File: src/rtl/fft_mag_peak.sv
// Alpha-max-beta-min magnitude of a serial re/im FFT stream with per-frame peak search.
// Optional PEAK_SKIP_DC_EN excludes bin 0 from the peak search.
module fft_mag_peak #(
    parameter int N      = 16,
    parameter int Q      = 8,
    parameter int POINTS = 32,
    parameter int BIN_W  = 5
) (
    input  logic             clk2,
    input  logic             rst,
    input  logic [N-1:0]     in_data,
    input  logic             in_valid,
    input  logic             in_type,
    output logic [N-1:0]     mag_out,
    output logic             mag_valid,
    output logic [BIN_W-1:0] mag_bin,
    output logic [BIN_W-1:0] peak_bin,
    output logic [N-1:0]     peak_mag,
    output logic             peak_valid,
    output logic             proto_err
);

    typedef enum logic {S_RE = 1'b0, S_IM = 1'b1} state_t;

    localparam logic [BIN_W-1:0] LAST_BIN = BIN_W'(POINTS - 1);
`ifdef PEAK_SKIP_DC_EN
    localparam logic [BIN_W-1:0] FIRST_BIN = BIN_W'(1);
`else
    localparam logic [BIN_W-1:0] FIRST_BIN = BIN_W'(0);
`endif

    // Q only labels the fixed point; magnitude keeps the input scaling.
    if (Q > N) begin : g_q_range
        logic q_too_wide;
        assign q_too_wide = 1'b1;
    end

    state_t             state_q, state_d;
    logic [N-1:0]       re_q, re_d;
    logic               err_q, err_d;
    logic               launch;
    logic               v1_q, v2_q;
    logic [N-1:0]       a_q, b_q;
    logic [N-1:0]       mx, mn, mag_d;
    logic [N-1:0]       mag_q;
    logic [BIN_W-1:0]   bin_q, bin_d;
    logic [BIN_W-1:0]   cand_bin_q, cand_bin_d;
    logic [N-1:0]       cand_mag_q, cand_mag_d;
    logic [BIN_W-1:0]   pk_bin_q;
    logic [N-1:0]       pk_mag_q;
    logic               pv_q;

    function automatic logic [N-1:0] abs_f(input logic [N-1:0] x);
        abs_f = x[N-1] ? (~x) + N'(1) : x;
    endfunction

    always_ff @(posedge clk2 or posedge rst) begin
        if (rst) begin
            state_q <= S_RE;
            re_q    <= '0;
            err_q   <= 1'b0;
        end else begin
            state_q <= state_d;
            re_q    <= re_d;
            err_q   <= err_d;
        end
    end

    always_comb begin
        state_d = state_q;
        re_d    = re_q;
        err_d   = err_q;
        launch  = 1'b0;
        if (in_valid) begin
            unique case (state_q)
                S_RE: begin
                    if (!in_type) begin
                        re_d    = in_data;
                        state_d = S_IM;
                    end else begin
                        err_d = 1'b1;
                    end
                end
                S_IM: begin
                    if (in_type) begin
                        launch  = 1'b1;
                        state_d = S_RE;
                    end else begin
                        re_d  = in_data;
                        err_d = 1'b1;
                    end
                end
                default: ;
            endcase
        end
    end

    // beta = 3/8 via two truncating shifts; sum stays below 2^N.
    always_comb begin
        mx    = (a_q >= b_q) ? a_q : b_q;
        mn    = (a_q >= b_q) ? b_q : a_q;
        mag_d = mx + (mn >> 2) + (mn >> 3);
    end

    always_comb begin
        bin_d      = (bin_q == LAST_BIN) ? '0 : bin_q + BIN_W'(1);
        cand_bin_d = cand_bin_q;
        cand_mag_d = cand_mag_q;
        if (v2_q) begin
            if (bin_q == FIRST_BIN) begin
                cand_bin_d = bin_q;
                cand_mag_d = mag_q;
            end else if (bin_q > FIRST_BIN && mag_q > cand_mag_q) begin
                cand_bin_d = bin_q;
                cand_mag_d = mag_q;
            end
        end
    end

    always_ff @(posedge clk2 or posedge rst) begin
        if (rst) begin
            v1_q       <= 1'b0;
            v2_q       <= 1'b0;
            a_q        <= '0;
            b_q        <= '0;
            mag_q      <= '0;
            bin_q      <= '0;
            cand_bin_q <= '0;
            cand_mag_q <= '0;
            pk_bin_q   <= '0;
            pk_mag_q   <= '0;
            pv_q       <= 1'b0;
        end else begin
            v1_q <= launch;
            if (launch) begin
                a_q <= abs_f(re_q);
                b_q <= abs_f(in_data);
            end
            v2_q <= v1_q;
            if (v1_q) mag_q <= mag_d;
            if (v2_q) bin_q <= bin_d;
            cand_bin_q <= cand_bin_d;
            cand_mag_q <= cand_mag_d;
            pv_q <= v2_q && (bin_q == LAST_BIN);
            if (v2_q && bin_q == LAST_BIN) begin
                pk_bin_q <= cand_bin_d;
                pk_mag_q <= cand_mag_d;
            end
        end
    end

    assign mag_out    = mag_q;
    assign mag_valid  = v2_q;
    assign mag_bin    = bin_q;
    assign peak_bin   = pk_bin_q;
    assign peak_mag   = pk_mag_q;
    assign peak_valid = pv_q;
    assign proto_err  = err_q;

endmodule

File: config.mk
export PLATFORM = sky130hd
export DESIGN_NAME = fft_mag_peak
export DESIGN_NICKNAME = d
export VERILOG_FILES = /design/src/rtl/fft_mag_peak.sv
export SDC_FILE = /design/constraint.sdc
export NUM_CORES = 1
export LEC_CHECK = 0
export CORE_MARGIN = 8
export CORE_UTILIZATION = 25
export DETAILED_ROUTE_END_ITERATION = 10
export PLACE_DENSITY = 0.51
export SLEW_MARGIN = 25
export SYNTH_ARGS = -nofsm -noshare
export SYNTH_HDL_FRONTEND = slang
export SYNTH_SLANG_ARGS = --single-unit
File: constraint.sdc
create_clock -name clk2 -period 4.49 [get_ports clk2]
set_clock_uncertainty 0.15 [all_clocks]
set_input_delay 0.6735 -clock clk2 [delete_from_list [all_inputs] [get_ports clk2]]
set_output_delay 0.6735 -clock clk2 [all_outputs]
set_load 0.01 [all_outputs]
* Word-level counts from Yosys, hierarchy flattened
Index checks and enable logic that the tools add are counted.
** Cells by class
- Add/sub/neg operators :: 5
- Multipliers :: 0
- Divide/modulo/power cells :: 0
- $lt $le $gt $ge :: 3
- Equal/unequal tests :: 3
- Shift-type cells :: 0
- Multiplexer cells :: 19
- Bitwise logic cells :: 4
- Reduce and logical (&&, ||, !) cells :: 5
** Operators by type and width (count)
- 16-bit 2-to-1 mux :: 8
- 16-bit by 1-bit adder with 16-bit output, second input constant :: 2
- 16-bit inverter :: 2
- 5-bit 2-to-1 mux :: 4
- 16-bit by 13-bit adder with 16-bit output :: 1
- 16-bit by 14-bit adder with 16-bit output :: 1
- 16-bit greater-or-equal comparator :: 1
- 16-bit greater-than comparator :: 1
- 1-bit 2-to-1 mux :: 6
- 5-bit by 1-bit adder with 5-bit output, second input constant :: 1
- 5-bit == test, second input constant :: 1
- 5-bit by 1-bit greater-than comparator with 1-bit output, second input constant :: 1
- 5-bit zero test :: 1
- 2-bit inequality test, second input constant :: 2
- 3-bit AND reduction :: 1
- 1-bit logical AND :: 2
- 1-bit inverter :: 2
- 1-bit case mux with 2 select lines :: 1
- 2-bit AND reduction :: 1
** Word-level totals
- Register bits after elaboration :: 116
- Latch bits :: 0
- Memory bits (writable) :: 0
- Memory bits (read-only) :: 0
- Input port bits :: 20
- Output and inout bits :: 45
- Word-level logic and storage cells :: 53
- Memories :: 0

* Depth between registers and ports, before layout
Gate-level depths: netlist of the first run.
- Depth in word-level cells :: 5
- Depth in mapped cells :: 22
- Mapped depth without buffers :: 21

* Least setup slack after synthesis of the first run
No wires, ideal clock.
- Path type :: register -> register
- Start :: reg a_q[7]
- End :: reg mag_q[15], in the netlist mag_out[15]
- Data arrival time :: 4.584 ns
- Data required time :: 4.215 ns
- Path slack :: -0.369 ns
- Cell stages (with the launch flop) :: 22
- Cell sequence :: dfrtp_1 -> ha_1 -> nand2_1 -> nor3_1 -> a21oi_1 -> o21a_1 -> o21ai_1 -> buf_2 -> buf_2 -> a21oi_1 -> fa_1 -> inv_1 -> ha_1 -> fa_1 -> a211oi_1 -> o31ai_1 -> o21ai_0 -> a21oi_1 -> nor2_1 -> a21oi_1 -> xnor2_1 -> mux2_2
** On the way
- Longest elaborated chain between the ends :: 4
** RTL lines
- start, declared :: line 43 : logic [N-1:0] a_q, b_q;
- start signal, assigned :: line 136 : a_q <= abs_f(re_q);
- 16-bit greater-or-equal comparator :: line 100, 101
- 16-bit 2-to-1 mux (on tied branches) :: line 100, 101
- 16-bit by 14-bit adder with 16-bit output :: line 102 : mag_d = mx + (mn >> 2) + (mn >> 3);
- 16-bit by 13-bit adder with 16-bit output * :: line 102
- end signal, assigned :: line 140 : if (v1_q) mag_q <= mag_d;
- end, declared :: line 45 : logic [N-1:0] mag_q;
Every way passes the cells marked *; elsewhere a longest branch is shown, timed or not.
A chain may end at the register's enable or synchronous reset.

* Worst setup path in the final report of the first run
Same ends and word-level chain as after synthesis.

==> results of run 1 <==
-- cell usage after synthesis, drive strengths merged (8+ instances only) --
master and instances:
fa 14, nor2 31, nor3 9, o22ai 14, o31ai 8, dfrtp 116
o21ai 94, xor2 24, nand2 101, inv 60, mux2 57, a21oi 27
clkbuf 21, buf 8, ha 53, o221a 14, xnor2 13
-- state kept, by name, summed over array words and instances, names as in the netlist --
| name | count |
|---|---|
| a_q | 16 |
| b_q | 16 |
| cand_bin_q | 5 |
| cand_mag_q | 16 |
| mag_bin | 5 |
| mag_out | 16 |
| mag_valid | 1 |
| peak_bin | 5 |
| peak_mag | 16 |
| peak_valid | 1 |
| proto_err | 1 |
| re_q | 16 |
| state_q | 1 |
| v1_q | 1 |
-- metal layers --
| layer | wire, um | GRT usage | part of all wire | up-vias |
|---|---|---|---|---|
| met5 | 0 | 0 | 0 | - |
| met1 | 9767 | 0.1528 | 0.50 | 2793 |
| met4 | 288 | 0.03061 | 0.015 | 0 |
| met3 | 914 | 0.03213 | 0.047 | 24 |
| met2 | 8420 | 0.1640 | 0.43 | 133 |
| li1 | - | - | - | 2989 |
-- worst reg2reg max path, delay by kind of cell, from the launching register on --
family / cells / cell delay, ns
buffers and inverters: 1 / 0.15
and+or+nand+nor: 3 / 0.38
adders and majority gates: 4 / 1.31
DFF: 1 / 0.40
xor gates and xnor gates: 1 / 0.12
muxes: 2 / 0.56
AOI/OAI and AO/OA: 8 / 1.27
-- power groups by stage --
stage	clock, mW	combinational, mW	sequential (mW)
2_1_floorplan	0	2.77	1.60
4_1_cts	1.46	5.03	1.63
3_5_place_dp	0	4.36	1.65
5_1_grt	1.50	6.14	1.69
3_3_place_gp	0	4.35	1.64
6_report	1.43	5.55	1.65
-- metrics by stage --
step | setup slack, ns | instance area [sq um] | instances | utilization
6_report | 0.01117 | 10150 | 1309 | 0.3462
5_1_grt | -0.2088 | 10150 | 1309 | 0.3462
4_1_cts | -0.02210 | 9872 | 1301 | 0.3367
3_5_place_dp | -0.2418 | 8930 | 1255 | 0.3045
3_3_place_gp | -0.2817 | 8930 | 1255 | 0.3045
2_1_floorplan | 0.03018 | 7387 | 759 | -
-- worst max path at each step --
stage	startpoint	to	slack, ns	cells after the start
6_report	a_q[7]	mag_out[15]	0.01	19
5_1_grt	a_q[7]	mag_out[15]	-0.21	21
4_1_cts	a_q[1]	mag_out[15]	-0.02	19
3_5_place_dp	b_q[1]	mag_out[9]	-0.24	19
3_3_place_gp	b_q[1]	mag_out[9]	-0.28	19
2_1_floorplan	a_q[7]	mag_out[15]	0.03	21
-- layout make-up --
cell class | instances | area [sq um] | share of cell area
well taps | 390 | 488.0 | 0.04807
clock inverters | 14 | 176.4 | 0.01738
repair buffers | 156 | 1438 | 0.1416
flip-flops and latches | 116 | 2903 | 0.2859
inverters | 60 | 227.7 | 0.02243
multi-input cells | 555 | 4481 | 0.4413
clock buffers | 18 | 439.2 | 0.04326
-- logic make-up (layout without fill, tap and decap cells) --
| logic type | count (synthesis) | count (layout) | synth area share |
|---|---|---|---|
| xor+xnor | 37 | 37 | 0.04400 |
| buf+inv | 89 | 248 | 0.04791 |
| mux | 64 | 64 | 0.1007 |
| simple gates | 188 | 188 | 0.1148 |
| compound gates | 198 | 199 | 0.1702 |
| flops | 116 | 116 | 0.3942 |
| fa+ha+maj | 67 | 67 | 0.1281 |
-- cells in the final DEF (no fill, tap or decap), drive strengths merged, types with 6 or more instances in the layout --
cell type        n
or3              7
nor3             9
o221a           14
mux2i            7
nand2b           7
xnor2           13
nor2b            6
nor2            31
nand4            6
fa              14
a21o             7
xor2            24
inv             63
o22ai           14
o21ai           95
o31ai            8
clkinv           6
a21oi           27
nand2          101
clkdlybuf4s50   64
nand3            7
mux2            57
clkbuf          18
ha              53
buf             91
dfrtp          116
-- repair_timing --
item | 4_1_cts | 5_1_grt
gates resized for setup | 50 | 47
endpoints found under the hold margin | 0 | 0
setup endpoints to repair | 8 | 9
setup buffers | 11 | 9
pin swaps | 27 | 38
gates cloned | 3 | 0
==> reports/qor.yml, run 1 <==
end_kind: "flop"
pwr-share-clk: 0.166
p_per_area_mw_per_mm2: 849.6
critical-path-slowest-cell: "fa_2"
synth_top_area_cell: "dfrtp_1"
slowest_delay_ns: 0.41
path_clk_slew_ns: 0.06
root_buffer: "clkbuf_16"
power_frac_seq: 0.191
p_int_mw: 5.179
ant_nets: 0
worstReg2RegEnd: "mag_out[15]"
cts_sinks: 116
syn_nets: 846
crit_chain: "ha_4 -> nand2_4 -> nor3_2 -> a21oi_1 -> o21a_2 -> o21ai_4 -> buf_6 -> mux2_4 -> fa_2 -> ha_2 -> fa_2 -> a211oi_4 -> o31ai_1 -> o21ai_1 -> a21oi_1 -> nor2_1 -> a21oi_2 -> xnor2_1 -> mux2_4"
worst_ep_required_time_ns: 4.64
tritoncts: "yes"
area_delta_synth_final_pct: 37.85
synth.distinct_cells: 56
nets: 993
worstPathMaxFanout: 5
crit_family: "adder cells"
r2r-start: "a_q[7]"
max-cap-violations: 0
place_congestion: 0.8199
rsz0062_at_grt: "true"
diodes: 0
p_leak_nw: 4.513
sw_frac_of_total: 0.3996
worst_ep_arrival_time_ns: 4.63
drt-total-wl_um: 19390
synth_warnings: 0
grt_max_degree: 68
max-clock-path-buffers: 2
synth_area_leaders: "dfrtp_1, ha_1, mux2_2"
crit_buf_inv: 1
io_pins: 65
ctsHoldBuffers: 0
die_h_um: 187.6
period_share: 0.9975
setup_tns_ns: 0
seq_area_frac_synth: 0.3942
coreArea_sq_mm: 0.02932
worstHoldStart: "proto_err"
netlist.area_leader.share: 0.3942
die_w_um: 187.6
grt_overflow_total: 0
drt_iter0_drc: 340
worst_slew_pin_slew_ns: 0.9033
start_util: 0.2512
p_switching_mw: 3.447
reg2reg_setup_slack_ns: 0.01
hold_end: "proto_err"
setup_viol: 0
synthesis.instances: 759
antenna_found_initial: 0
cts-buffers-inserted: 17
synth_edf_count: 0
h-tree-depth: 4
portBuffers: 64
clk_latency_ns: 0.43
dp_hpwl_um: 13770
grt_pass1_wl_um: 31600
start_kind: "flop"
grt.total_usage: 0.1102
ir_worst_vdd_mv: 0.4282
vias: 5939
relSlewSlack: 0.3978
critPathKind: "flop to flop"
total_power_mw: 8.625
hold_class: "flop to flop"
worstRegToRegCells: 19
grt_pass1_vias: 5955
synth_area_sq_mm: 0.007365
drive_above_1_share: 0.2753
fmax_ghz: 0.2233
fillers: 2981
ys_async_sr_fraction: 1.000
fin_crit_ns: 4.479
outcome: "finished clean"
firstDrtPassIters: 4
post_drt_wl_per_cell_um: 14.81
drc: 0
die-area_sq_mm: 0.03521
synth_flop_cell: "dfrtp_1"
combinationalPowerShare: 0.644
synth-seq-cells: 116
hold_ws_ns: 0.3126
slew_violations: 0
num_rows: 63
hold_viol: 0
via_per_inst: 4.537
whs_path_depth: 1
synth_area_per_cell_sq_um: 9.703
Note: power is estimated with default switching activity, not from simulation.
==> run 2: changes to the inputs <==
--- a/config.mk
+++ b/config.mk
@@ -5,6 +5,7 @@
 export SDC_FILE = /design/constraint.sdc
 export NUM_CORES = 1
 export LEC_CHECK = 0
+export CORE_ASPECT_RATIO = 0.6
 export CORE_MARGIN = 8
 export CORE_UTILIZATION = 25
 export DETAILED_ROUTE_END_ITERATION = 10
==> run 2 against run 1 <==
Net effect: the flow now finishes with violations (negative setup slack); clock-buffer cell count is 3 higher; critical path type unchanged; global-route usage is 0.99 points higher; design area is 0.12% lower; sequential power hardly changed; setup slack worse by 0.094 ns; sequential share of layout area hardly changed; first-iteration DRC count is 7.1% higher; largest cell class unchanged; routed wire length is 8.1% higher; critical endpoint is now mag_out[14]; flip-flop and latch count stayed put.
==> reports/qor.yml, run 2 (synthesized netlist as in run 1, its figures left out) <==
relSlewSlack: 0.3438  # was 0.3978
coreArea_sq_mm: 0.02889  # was 0.02932 sq mm
critPathKind: "flop to flop"  # unchanged
setup_tns_ns: -0.1359  # was 0 ns
die_w_um: 237.6  # was 187.6 um
max-clock-path-buffers: 2  # unchanged
dp_hpwl_um: 15020  # was 13770 um
worstPathMaxFanout: 6  # was 5
rsz0062_at_grt: "true"  # unchanged
setup_ws_ns: -0.08234  # was 0.01117 ns
max-cap-violations: 0  # unchanged
grt_pass1_wl_um: 33640  # was 31600 um
hold_viol: 0  # unchanged
met1_usage: 0.1750  # was 0.1528
vias: 6077  # was 5939
grt_pass1_vias: 6046  # was 5955
portBuffers: 64  # unchanged
root_buffer: "clkbuf_16"  # unchanged
drive_above_1_share: 0.2777  # was 0.2753
violations: "negative setup slack"
num_rows: 48  # was 63
clk_latency_ns: 0.43  # about the same
period_share: 1.018  # was 0.9975
area_delta_synth_final_pct: 37.68  # was 37.85%
grt_busiest_layer: "met1"  # was met2
multi_input_area_sq_mm: 0.004552  # was 0.004481 sq mm
post_drt_wl_per_cell_um: 15.99  # was 14.81 um
grt_overflow_total: 0  # unchanged
cts_sinks: 116  # unchanged
worst_slew_pin_slew_ns: 0.9843  # was 0.9033 ns
antenna_found_initial: 1  # was 0
firstDrtPassIters: 5  # was 4
fmax_ghz: 0.2187  # was 0.2233 GHz
nets: 986  # was 993
start_util: 0.2549  # was 0.2512
place_congestion: 0.7816  # was 0.8199
io_pins: 65  # unchanged
final_common_cell: "dfrtp_1"  # unchanged
worst_ep_required_time_ns: 4.64  # about the same
via_per_inst: 4.635  # was 4.537
p_per_area_mw_per_mm2: 859.7  # was 849.6 mW/mm^2
outcome: "complete, but fails checks"  # was finished clean
die-area_sq_mm: 0.03539  # was 0.03521 sq mm
hold_class: "flop to flop"  # unchanged
ff_latch_area_sq_mm: 0.002903  # unchanged
setup_viol: 3  # was 0
cts-buffers-inserted: 17  # unchanged
path_clk_slew_ns: 0.06  # about the same
fin_crit_ns: 4.572  # was 4.479 ns
diodes: 0  # unchanged
most-common-layout-cells: "dfrtp_1, nand2_1, buf_4"  # unchanged
grt_max_degree: 62  # was 68
end_kind: "flop"  # unchanged
ir_worst_vdd_mv: 0.6077  # was 0.4282 mV
drc: 0  # unchanged
tritoncts: "yes"  # unchanged
placed_area_sq_mm: 0.008965  # was 0.008930 sq mm
ant_nets: 0  # unchanged
fillers: 2954  # was 2981
p_leak_nw: 4.488  # was 4.513 nW
globalRouteMet3Util: 0.02712  # was 0.03213
drt-total-wl_um: 20970  # was 19390 um
drt_iter0_drc: 364  # was 340
grt.total_usage: 0.1201  # was 0.1102
dp_slack_ns: -0.3702  # was -0.2418 ns
start_kind: "flop"  # unchanged
met2_usage: 0.1743  # was 0.1640
worst_ep_arrival_time_ns: 4.72  # was 4.63 ns
die_h_um: 148.9  # was 187.6 um
h-tree-depth: 4  # unchanged
final_area_sq_mm: 0.01014  # was 0.01015 sq mm
slew_violations: 0  # unchanged
total_power_mw: 8.717  # was 8.625 mW
[run 2: critical path, stage by stage (launching register included)]
cell and delay (ns):
dfrtp_1 0.38, inv_2 0.07, ha_4 0.28, nand2_4 0.06, nor3_4 0.19, a21oi_2 0.07
o21a_1 0.19, o21ai_4 0.15, buf_12 0.15, buf_8 0.12, buf_12 0.12, mux2_4 0.31
fa_1 0.60, ha_4 0.22, a21o_1 0.18, a21oi_2 0.16, o21ai_1 0.08, a211o_1 0.28
o311a_1 0.33, a311o_1 0.36
[run 2: path summary, 6_finish.rpt]
kind                           start       endpoint  slack (ns)  depth (start not counted)
max in group asynchronous        rst  cand_mag_q[5]        2.77                          3
min reg2reg                proto_err      proto_err        0.31                          1
max                           b_q[7]    mag_out[14]       -0.08                         19
max reg2reg                   b_q[7]    mag_out[14]       -0.08                         19
min                        proto_err      proto_err        0.31                          1
min in group asynchronous        rst        a_q[14]        0.61                          2
[run 2: layout make-up]
cell class,count,share of cell area
Timing Repair Buffer,150,0.1346
Multi-Input combinational cell,554,0.4489
Sequential cell,116,0.2863
Clock buffer,21,0.04541
Clock inverter,10,0.01296
Tap cell,400,0.04936
Inverter,60,0.02246
[run 2: what timing repair did]
item,in CTS,in global routing
gates resized for setup,69,38
hold endpoints to repair,0,0
setup endpoints to repair,9,10
hold buffers,0,0
cloned,1,0
buffers inserted,8,4
pin swaps,26,31
[run 2: layer usage]
metal | vias to the layer above | share of wire
met1 | 2999 | 0.53
li1 | 2968 | -
met2 | 89 | 0.43
met3 | 21 | 0.035
met4 | 0 | 0.013
met5 | - | 0
[run 2: metrics by stage]
| stage | util | cells | hold slack [ns] |
|---|---|---|---|
| finish | 0.3510 | 1311 | 0.3065 |
| global route | 0.3510 | 1311 | 0.3294 |
| CTS | 0.3441 | 1307 | 0.3122 |
| detailed placement | 0.3103 | 1268 | 0.2995 |
| global placement | 0.3103 | 1268 | 0.2990 |
| floorplan | - | 759 | 0.2610 |
[run 2: where the power goes]
| part | internal (mW) | switching (mW) |
|---|---|---|
| sequential | 1.32 | 0.329 |
| combinational | 2.97 | 2.70 |
| clock | 0.893 | 0.503 |
==> run 3: changes to the inputs <==
--- a/config.mk
+++ b/config.mk
@@ -6,7 +6,7 @@
 export NUM_CORES = 1
 export LEC_CHECK = 0
 export CORE_ASPECT_RATIO = 0.6
-export CORE_MARGIN = 8
+export CORE_MARGIN = 2
 export CORE_UTILIZATION = 25
 export DETAILED_ROUTE_END_ITERATION = 10
 export PLACE_DENSITY = 0.51
==> run 3 against run 2 <==
Net effect: the flow now finishes without violations; highest routed layer unchanged; clock-buffer cell count fell by 1; critical path depth did not move; non-clock buffer count rose by 11; first-iteration DRC count fell by 16%; critical endpoint unchanged.
==> reports/qor.yml, run 3 (synthesized netlist as in run 1, its figures left out) <==
outcome: "finished clean"  # was complete, but fails checks
cts-buffers-inserted: 17  # unchanged
total_power_mw: 8.497  # was 8.717 mW
path_common_cell: "a21oi_2"
num_rows: 48  # unchanged
setup_viol: 0  # was 3
fmax_ghz: 0.2230  # was 0.2187 GHz
place_congestion: 0.7726  # was 0.7816
setup_ws_ns: 0.006146  # was -0.08234 ns
period_share: 0.9986  # was 1.018
ctsHoldBuffers: 0  # unchanged
start_kind: "flop"  # unchanged
worst_ep_arrival_time_ns: 4.70  # was 4.72 ns
crit_family: "compound AO/OA/AOI/OAI gates"  # unchanged
worst_ep_required_time_ns: 4.70  # was 4.64 ns
h-tree-depth: 4  # unchanged
path_clk_slew_ns: 0.06  # about the same
crit_buf_inv: 3  # was 4
drc: 0  # unchanged
die_w_um: 225.6  # was 237.6 um
root_buffer: "clkbuf_16"  # unchanged
diodes: 0  # unchanged
die-area_sq_mm: 0.03089  # was 0.03539 sq mm
grt.total_usage: 0.1398  # was 0.1201
grt_pass1_wl_um: 33490  # was 33640 um
coreArea_sq_mm: 0.02889  # unchanged
ir_worst_vdd_mv: 0.5522  # was 0.6077 mV
dp_hpwl_um: 14500  # was 15020 um
setup_tns_ns: 0  # was -0.1359 ns
max-cap-violations: 0  # unchanged
worstPathMaxFanout: 3  # was 6
p_switching_mw: 3.454  # was 3.529 mW
p_leak_nw: 4.520  # was 4.488 nW
drive_above_1_share: 0.2806  # was 0.2777
most-common-layout-cells: "dfrtp_1, nand2_1, buf_4"  # unchanged
fin_crit_ns: 4.484  # was 4.572 ns
pwr-share-clk: 0.168  # was 0.160
grt_overflow_total: 0  # unchanged
drt_iter0_drc: 306  # was 364
fin_util: 0.3516  # was 0.3510
clk_latency_ns: 0.43  # about the same
p_per_area_mw_per_mm2: 836.5  # was 859.7 mW/mm^2
combinationalPowerShare: 0.639  # was 0.650
critical-path-slowest-cell: "fa_2"  # was fa_1
rsz0062_at_grt: "true"  # unchanged
crit_chain: "inv_2 -> ha_4 -> nand2_4 -> nor3_4 -> a21oi_2 -> o21a_1 -> o21ai_4 -> buf_12 -> buf_16 -> mux2_4 -> fa_2 -> ha_1 -> a21o_1 -> a21oi_2 -> o21ai_2 -> a211o_1 -> o311a_1 -> nor4b_2 -> a311o_1"  # was inv_2 -> ha_4 -> nand2_4 -> nor3_4 -> a21oi_2 -> o21a_1 -> o21ai_4 -> buf_12 -> buf_8 -> buf_12 -> mux2_4 -> fa_1 -> ha_4 -> a21o_1 -> a21oi_2 -> o21ai_1 -> a211o_1 -> o311a_1 -> a311o_1
dp_slack_ns: -0.3488  # was -0.3702 ns
final_common_cell: "dfrtp_1"  # unchanged
firstDrtPassIters: 7  # was 5
area_delta_synth_final_pct: 37.92  # was 37.68%
nets: 997  # was 986
post_drt_wl_per_cell_um: 15.73  # was 15.99 um
critPathKind: "flop to flop"  # unchanged
grt_max_degree: 69  # was 62
slew_violations: 0  # unchanged
antenna_found_initial: 0  # was 1
vias: 6109  # was 6077
die_h_um: 136.9  # was 148.9 um
ant_nets: 0  # unchanged
power_frac_seq: 0.194  # was 0.189
relSlewSlack: 0.4480  # was 0.3438
hold_class: "flop to flop"  # unchanged
drt-total-wl_um: 20810  # was 20970 um
grt_pass1_vias: 5985  # was 6046
portBuffers: 64  # unchanged
slowest_delay_ns: 0.57  # was 0.60 ns
tritoncts: "yes"  # unchanged
p_int_mw: 5.043  # was 5.189 mW
cts_sinks: 116  # unchanged
io_pins: 65  # unchanged
hold_viol: 0  # unchanged
worst_slew_pin_slew_ns: 0.8260  # was 0.9843 ns
via_per_inst: 4.618  # was 4.635
start_util: 0.2549  # unchanged
sw_frac_of_total: 0.4065  # was 0.4048
end_kind: "flop"  # unchanged
max-clock-path-buffers: 2  # unchanged
[run 3: final cells by class]
| class | instances | area [sq um] |
|---|---|---|
| Multi-Input combinational cell | 554 | 4483 |
| Tap cell | 400 | 500.5 |
| Sequential cell | 116 | 2903 |
| Inverter | 60 | 227.7 |
| Fill cell | 2906 | 18730 |
| Clock buffer | 20 | 446.7 |
| Clock inverter | 12 | 153.9 |
| Timing Repair Buffer | 161 | 1443 |
[run 3: final timing paths]
path	startpoint	to	slack, ns	depth (start not counted)
hold / removal	proto_err	proto_err	0.31	1
max in group asynchronous	rst	peak_mag[4]	2.81	3
min in group asynchronous	rst	a_q[14]	0.55	2
setup reg to reg	b_q[7]	mag_out[14]	0.006	19
hold reg to reg	proto_err	proto_err	0.31	1
setup / recovery	b_q[7]	mag_out[14]	0.006	19
[run 3: what timing repair did]
item                                    CTS  global route
pin swaps                                25            27
endpoints found under the setup margin    8            10
cloned                                    1             0
gates resized for setup                  31            61
buffers inserted                         15             9
[run 3: power groups by stage]
stage	logic (mW)	registers, mW	clock network, mW
2_1_floorplan	2.77	1.60	0
6_report	5.43	1.65	1.43
3_3_place_gp	4.36	1.64	0
3_5_place_dp	4.40	1.65	0
4_1_cts	4.91	1.64	1.45
5_1_grt	6.06	1.70	1.50
[run 3: through the flow]
step | hold slack (ns) | instances | area, sq um
2_1_floorplan | 0.2610 | 759 | 7387
3_3_place_gp | 0.2994 | 1266 | 8950
3_5_place_dp | 0.2981 | 1266 | 8950
4_1_cts | 0.3115 | 1314 | 9842
5_1_grt | 0.3237 | 1323 | 10160
6_report | 0.3058 | 1323 | 10160
[run 3: layer usage]
metal	up-vias	GRT usage	part of all wire
met1	3002	0.2137	0.54
met2	105	0.1931	0.41
met3	23	0.03113	0.032
met5	-	0	0
met4	0	0.03974	0.017
li1	2979	-	-
